**src/rtl/adder_share_pkg.sv**
```systemverilog
// Shared types for the adder-sharing arbiter: FSM encoding, widths and result record.
// Used by adder_share_arbiter and rr_arbiter_onehot.
package adder_share_pkg;

    localparam int OPER_W   = 8;
    localparam int SUM_W    = 9;
    localparam int MAX_ID_W = 3;

    typedef enum logic [1:0] {
        IDLE = 2'd0,
        EXEC = 2'd1,
        RESP = 2'd2
    } state_t;

    // Id is stored at the widest supported width (NUM_REQ up to 8).
    typedef struct packed {
        logic [MAX_ID_W-1:0] id;
        logic [OPER_W-1:0]   sum;
        logic                carry;
    } result_t;

    function automatic logic [SUM_W-1:0] add_wide(input logic [OPER_W-1:0] a,
                                                  input logic [OPER_W-1:0] b);
        return {1'b0, a} + {1'b0, b};
    endfunction

endpackage

```
**src/rtl/rr_arbiter_onehot.sv**
```systemverilog
// Combinational round-robin pick: first asserted req at or above rr_ptr, wrapping,
// returned as a one-hot grant plus its encoded index. All zero when disabled.
module rr_arbiter_onehot #(
    parameter int NUM_REQ = 4,
    parameter int ID_W    = 2
) (
    input  logic [NUM_REQ-1:0] req,
    input  logic [ID_W-1:0]    rr_ptr,
    input  logic               enable,
    output logic [NUM_REQ-1:0] grant,
    output logic [ID_W-1:0]    index
);

    logic [ID_W-1:0] cand;
    logic            found;

    always_comb begin
        grant = '0;
        index = '0;
        cand  = '0;
        found = 1'b0;
        if (enable) begin
            for (int k = 0; k < NUM_REQ; k++) begin
                cand = ID_W'((int'(rr_ptr) + k) % NUM_REQ);
                if (!found && req[cand]) begin
                    found       = 1'b1;
                    grant[cand] = 1'b1;
                    index       = cand;
                end
            end
        end
    end

endmodule

```
**src/rtl/adder_share_arbiter.sv**
```systemverilog
// Shares one 8-bit adder among NUM_REQ requesters: grant, add, respond, one at a time.
// Build option: ADDER_SHARE_SAT_EN clamps rsp_sum to 0xFF when the carry is set.
module adder_share_arbiter
    import adder_share_pkg::*;
#(
    parameter int NUM_REQ = 4,
    parameter int ID_W    = 2
) (
    input  logic                   clk,
    input  logic                   rst,
    input  logic [NUM_REQ-1:0]     req_valid,
    output logic [NUM_REQ-1:0]     req_ready,
    input  logic [NUM_REQ*8-1:0]   req_a,
    input  logic [NUM_REQ*8-1:0]   req_b,
    output logic                   rsp_valid,
    input  logic                   rsp_ready,
    output logic [ID_W-1:0]        rsp_id,
    output logic [7:0]             rsp_sum,
    output logic                   rsp_carry,
    output logic                   busy,
    output logic [1:0]             fsm_state
);

    // Handshakes: a transfer happens on a rising edge where valid and ready are both
    // high. req_ready only rises in IDLE for the chosen valid requester; rsp_valid
    // stays high with stable data until rsp_ready is seen.

    state_t               state, state_next;
    logic [ID_W-1:0]      rr_ptr;
    logic [NUM_REQ-1:0]   grant;
    logic [ID_W-1:0]      grant_idx;
    logic                 arb_en;
    logic                 accept;
    logic [OPER_W-1:0]    op_a, op_b;
    logic [ID_W-1:0]      op_id;
    logic [SUM_W-1:0]     sum_wide;
    result_t              res_d, res_q;
    logic                 unused_id;

    assign arb_en = (state == IDLE);
    assign accept = |grant;

    rr_arbiter_onehot #(
        .NUM_REQ (NUM_REQ),
        .ID_W    (ID_W)
    ) u_arb (
        .req    (req_valid),
        .rr_ptr (rr_ptr),
        .enable (arb_en),
        .grant  (grant),
        .index  (grant_idx)
    );

    always_ff @(posedge clk) begin
        if (rst) begin
            state <= IDLE;
        end else begin
            state <= state_next;
        end
    end

    always_comb begin
        state_next = state;
        case (state)
            IDLE:    if (accept) state_next = EXEC;
            EXEC:    state_next = RESP;
            RESP:    if (rsp_ready) state_next = IDLE;
            default: state_next = IDLE;
        endcase
    end

    always_comb begin
        req_ready = grant;
        rsp_valid = (state == RESP);
        busy      = (state != IDLE);
        fsm_state = state;
    end

    always_comb begin
        sum_wide    = add_wide(op_a, op_b);
        res_d       = '0;
        res_d.id    = MAX_ID_W'(op_id);
        res_d.carry = sum_wide[OPER_W];
`ifdef ADDER_SHARE_SAT_EN
        res_d.sum   = sum_wide[OPER_W] ? {OPER_W{1'b1}} : sum_wide[OPER_W-1:0];
`else
        res_d.sum   = sum_wide[OPER_W-1:0];
`endif
    end

    always_ff @(posedge clk) begin
        if (rst) begin
            rr_ptr <= '0;
            op_a   <= '0;
            op_b   <= '0;
            op_id  <= '0;
            res_q  <= '0;
        end else begin
            if (state == IDLE && accept) begin
                op_a   <= req_a[int'(grant_idx)*OPER_W +: OPER_W];
                op_b   <= req_b[int'(grant_idx)*OPER_W +: OPER_W];
                op_id  <= grant_idx;
                rr_ptr <= (grant_idx == ID_W'(NUM_REQ-1)) ? '0 : grant_idx + 1'b1;
            end
            if (state == EXEC) begin
                res_q <= res_d;
            end
        end
    end

    assign rsp_id    = res_q.id[ID_W-1:0];
    assign rsp_sum   = res_q.sum;
    assign rsp_carry = res_q.carry;
    assign unused_id = ^res_q.id;

endmodule

```
**config.mk**
```make
export PLATFORM = sky130hd
export DESIGN_NAME = adder_share_arbiter
export DESIGN_NICKNAME = d
export VERILOG_FILES = /design/src/rtl/adder_share_pkg.sv /design/src/rtl/rr_arbiter_onehot.sv /design/src/rtl/adder_share_arbiter.sv
export SDC_FILE = /design/constraint.sdc
export NUM_CORES = 1
export LEC_CHECK = 0
export BUFFER_PORTS_ARGS = -buffer_cell sky130_fd_sc_hd__buf_2
export CORE_MARGIN = 5
export CORE_UTILIZATION = 54
export CTS_CLUSTER_SIZE = 20
export DETAILED_ROUTE_END_ITERATION = 7
export PLACE_DENSITY = 0.87
export SYNTH_ARGS = -nofsm -noshare
export SYNTH_HDL_FRONTEND = slang
export SYNTH_HIERARCHICAL = 1
export SYNTH_SLANG_ARGS = --single-unit
```
**constraint.sdc**
```tcl
create_clock -name clk -period 6 [get_ports clk]
set_input_delay 0.3 -clock clk [delete_from_list [all_inputs] [get_ports clk]]
set_output_delay 0.3 -clock clk [all_outputs]
set_load 0.01 [all_outputs]
```
==> impl_results.md <==
* Final Instance Count excl. Fillers at a little under 400
* Sw Share at between 40% and 50%
* Sequential share of power at between 20% and 30%
* Top Ports at 90
* Clock power frac at 13.3%
* Router iterations before antenna repair at 4
* HP Start: rsp_ready
* Cell area power density at 425 mW/mm2
* Number of global-route vias before repair at ~2.2k
* WS Path Type: reg -> reg
* Top-area cell type share of the netlist area at between 20% and 30%
* Status: finished clean
* Worst vdd rail ir drop at 220 uV
* Final setup viols at 0
* Synth warn at 6
* Sequential fraction of the synthesis area at between 20% and 30%
* Wire length on met1 at ~2.5 mm
* Most common cell after layout, fill and taps aside: buf_2
* Top Metal Used: met4
* Commonest non-fill, non-tap cells in the layout: buf_2, nand2_1, a21oi_1, dfxtp_1, mux4_2
* Post-Synthesis Cell Area at 0.00240 mm2
* Worst slew pin tran at 1.08 ns
* TritonCTS clock tree: yes
* Slowest CP cell: dfxtp_1
* CTS Hold Bufs at 0
* Max Clock Skew at 0.00360 ns
* Fmax at roughly 250 MHz
* Die area at 0.00587 mm2
* Routed Antenna Nets at 0
* RSZ-0062 raised after global routing: no
* Nets at 435
* Layout Utilization at roughly two thirds
* Hold_ws at ~0.28 ns
* Clock root buffer: clkbuf_8
* Post-CTS sizing at 0
* Post-synth EDFFs at 0
* Pleak at roughly 0.0013 uW
* Hold Crit Class: in -> reg
* GR Util All Layers at 20.4%
* CTS Sinks at 33
* Yosys cell types at 46
* Final Hold Viols at 0
* Top cell type by total area after synthesis: dfxtp_1
* WP data arrival at about 4.1 ns
* Top delay family on crit path: simple AND/OR/NAND/NOR gates
* CTS max path bufs at 2
* Period Utilization, post-route at roughly two thirds
* Antenna Cells at 0
* Synth Flop Type: dfxtp_1
* Required @ worst endpoint at just over 6 ns
* Register area at about 660 um2
* Syn nets at ~360
* Area contributors post-synth: dfxtp_1, mux4_2, ha_1
* Via Count at 2,297
* Max incr delay on CP at a little under 0.8 ns
* Wire per inst at about 15 um
* Net Sw Power at 531 uW
* P_int at between 600 and 700 uW
* Grt total ovfl at 0
* Via density at 5.77
* HPWL after DPL at ~4.5 mm
* CP Buf/Inv Count at 1
* Total length of routed met3 wires at around 470 um
* Async set-or-reset flop fraction in the synthesized netlist at 0%
* Maxcap violations at 0
* Rows at 24
* Final setup TNS at 0 ns
* Clock Pin Slew Worst Setup and Hold Paths at approximately 0.060 ns
* Gate power share at between 50% and 60%
* Tmin final at 3.98 ns
* CP Launch Type: register
* Worst Setup End Kind: register
* Largest net degree at the start of global routing at 36
* RR Startpoint: rr_ptr[0]
* Mapped Cells at 268
* DRC Markers at 0
* Routability cong. at 0.817
* Met2 WL at approximately 2.9 mm
* Post-Syn Area per Cell at 8.94 um2
* Die Wd at between 70 and 80 um
* Layout fillers at between 300 and 400
* Share of cells above drive strength 1 at 34.1%
* Post-CTS Setup Inserts at 0
* Slew Viols, Final at 0
* Clk_lat worst skew at 0.28 ns
* Cts bufs inserted at 5
* H-Tree Depth at 2
* Total wire length at between 5 and 6 mm
* First-pass GRT wire length at 9.96 mm
* Area delta synth->final at 20.6%
* Die height at about 77 um
* Area of the multi-input gates at about 0.0016 mm2
* CP startpoint: rr_ptr[0]
* Initial antenna violation count at 0
* Crit path cell chain: inv_1 -> ha_1 -> mux4_2 -> a221o_1 -> a32o_1 -> nor4_1 -> nand2b_1 -> or3_1 -> a21oi_1
* Core area at around 0.0043 mm2
* Drt initial violations at 129
* Port bufs at 89
* DP Cell Count at around 390
* Starting density of the core at 55.4%
* Max FO, Critical Path at 22
* #FFs+latches synth at 33
* Slew headroom at between 20 and 30%
==> cell type report <==
cell class,instances,share of cell area (%)
Multi-Input combinational cell,209,55.4
Clock buffer,7,2.99
Sequential cell,33,22.9
Timing Repair Buffer,89,15.4
Inverter,8,1.04
Tap cell,52,2.25
==> flip-flops by register name (all words and copies together), names as in the netlist <==
signal / cells
op_a: 8
op_b: 8
rsp_sum: 8
fsm_state: 2
op_id: 2
rr_ptr: 2
rsp_id: 2
rsp_carry: 1
==> stage by stage <==
stage / setup WS (ns) / power, uW / area, um2
after floorplan: 2.86 / 933 / 2400
after global placement: 2.21 / 1040 / 2800
after detailed placement: 2.08 / 1060 / 2800
after CTS: 2.07 / 1230 / 2890
after global routing: 1.64 / 1340 / 2890
final: 2.02 / 1230 / 2890
==> power groups by stage <==
stage | clock (uW) | sequential (uW) | combinational (uW)
finish | 164 | 341 | 723
global route | 180 | 352 | 806
CTS | 169 | 341 | 724
floorplan | 0 | 333 | 599
global placement | 0 | 342 | 698
detailed placement | 0 | 344 | 718
==> per-layer routing <==
layer,vias to the layer above,global-route usage [%]
met5,-,0
met4,0,6.82
met3,6,5.91
met2,98,34.1
met1,1048,25.1
li1,1145,-
==> cells in the mapped netlist, types with 3 or more instances <==
| master | instances |
|---|---|
| nor3b_1 | 3 |
| nand2_1 | 56 |
| or3_1 | 3 |
| mux2i_1 | 4 |
| o21ai_0 | 9 |
| mux4_2 | 18 |
| nand2b_1 | 3 |
| dfxtp_1 | 33 |
| and3b_1 | 3 |
| a32o_1 | 4 |
| a221o_1 | 4 |
| clkbuf_1 | 5 |
| nand3_1 | 8 |
| buf_4 | 3 |
| nor3_1 | 3 |
| inv_1 | 8 |
| a21oi_1 | 35 |
| o21a_1 | 5 |
| a211oi_1 | 3 |
| buf_2 | 7 |
| nor2_1 | 6 |
| ha_1 | 17 |
==> cells by family (layout without fill, tap and decap cells) <==
family / after synthesis / count (layout) / synth area share, %
simple gates: 95 / 95 / 18.6
buf+inv: 26 / 104 / 5.59
xor+xnor: 2 / 2 / 0.731
flops: 33 / 33 / 27.6
mux: 23 / 23 / 19.1
fa+ha+maj: 18 / 18 / 9.71
compound gates: 71 / 71 / 18.7
==> tightest hold or removal path, delay by kind of cell <==
| family | cells | cell delay, ns |
|---|---|---|
| and+or+nand+nor | 1 | 0.09 |
| AOI/OAI and AO/OA | 1 | 0.06 |
| buffers and inverters | 1 | 0.07 |
==> path summary, 6_finish.rpt <==
kind / slack (ns) / to / cells past startpoint
max: 2.02 / rr_ptr[0] / 9
min: 0.28 / fsm_state[1] / 3
max reg2reg: 2.02 / rr_ptr[0] / 9
min reg2reg: 0.44 / rsp_sum[3] / 2
Note: power is estimated with default switching activity, not from simulation.
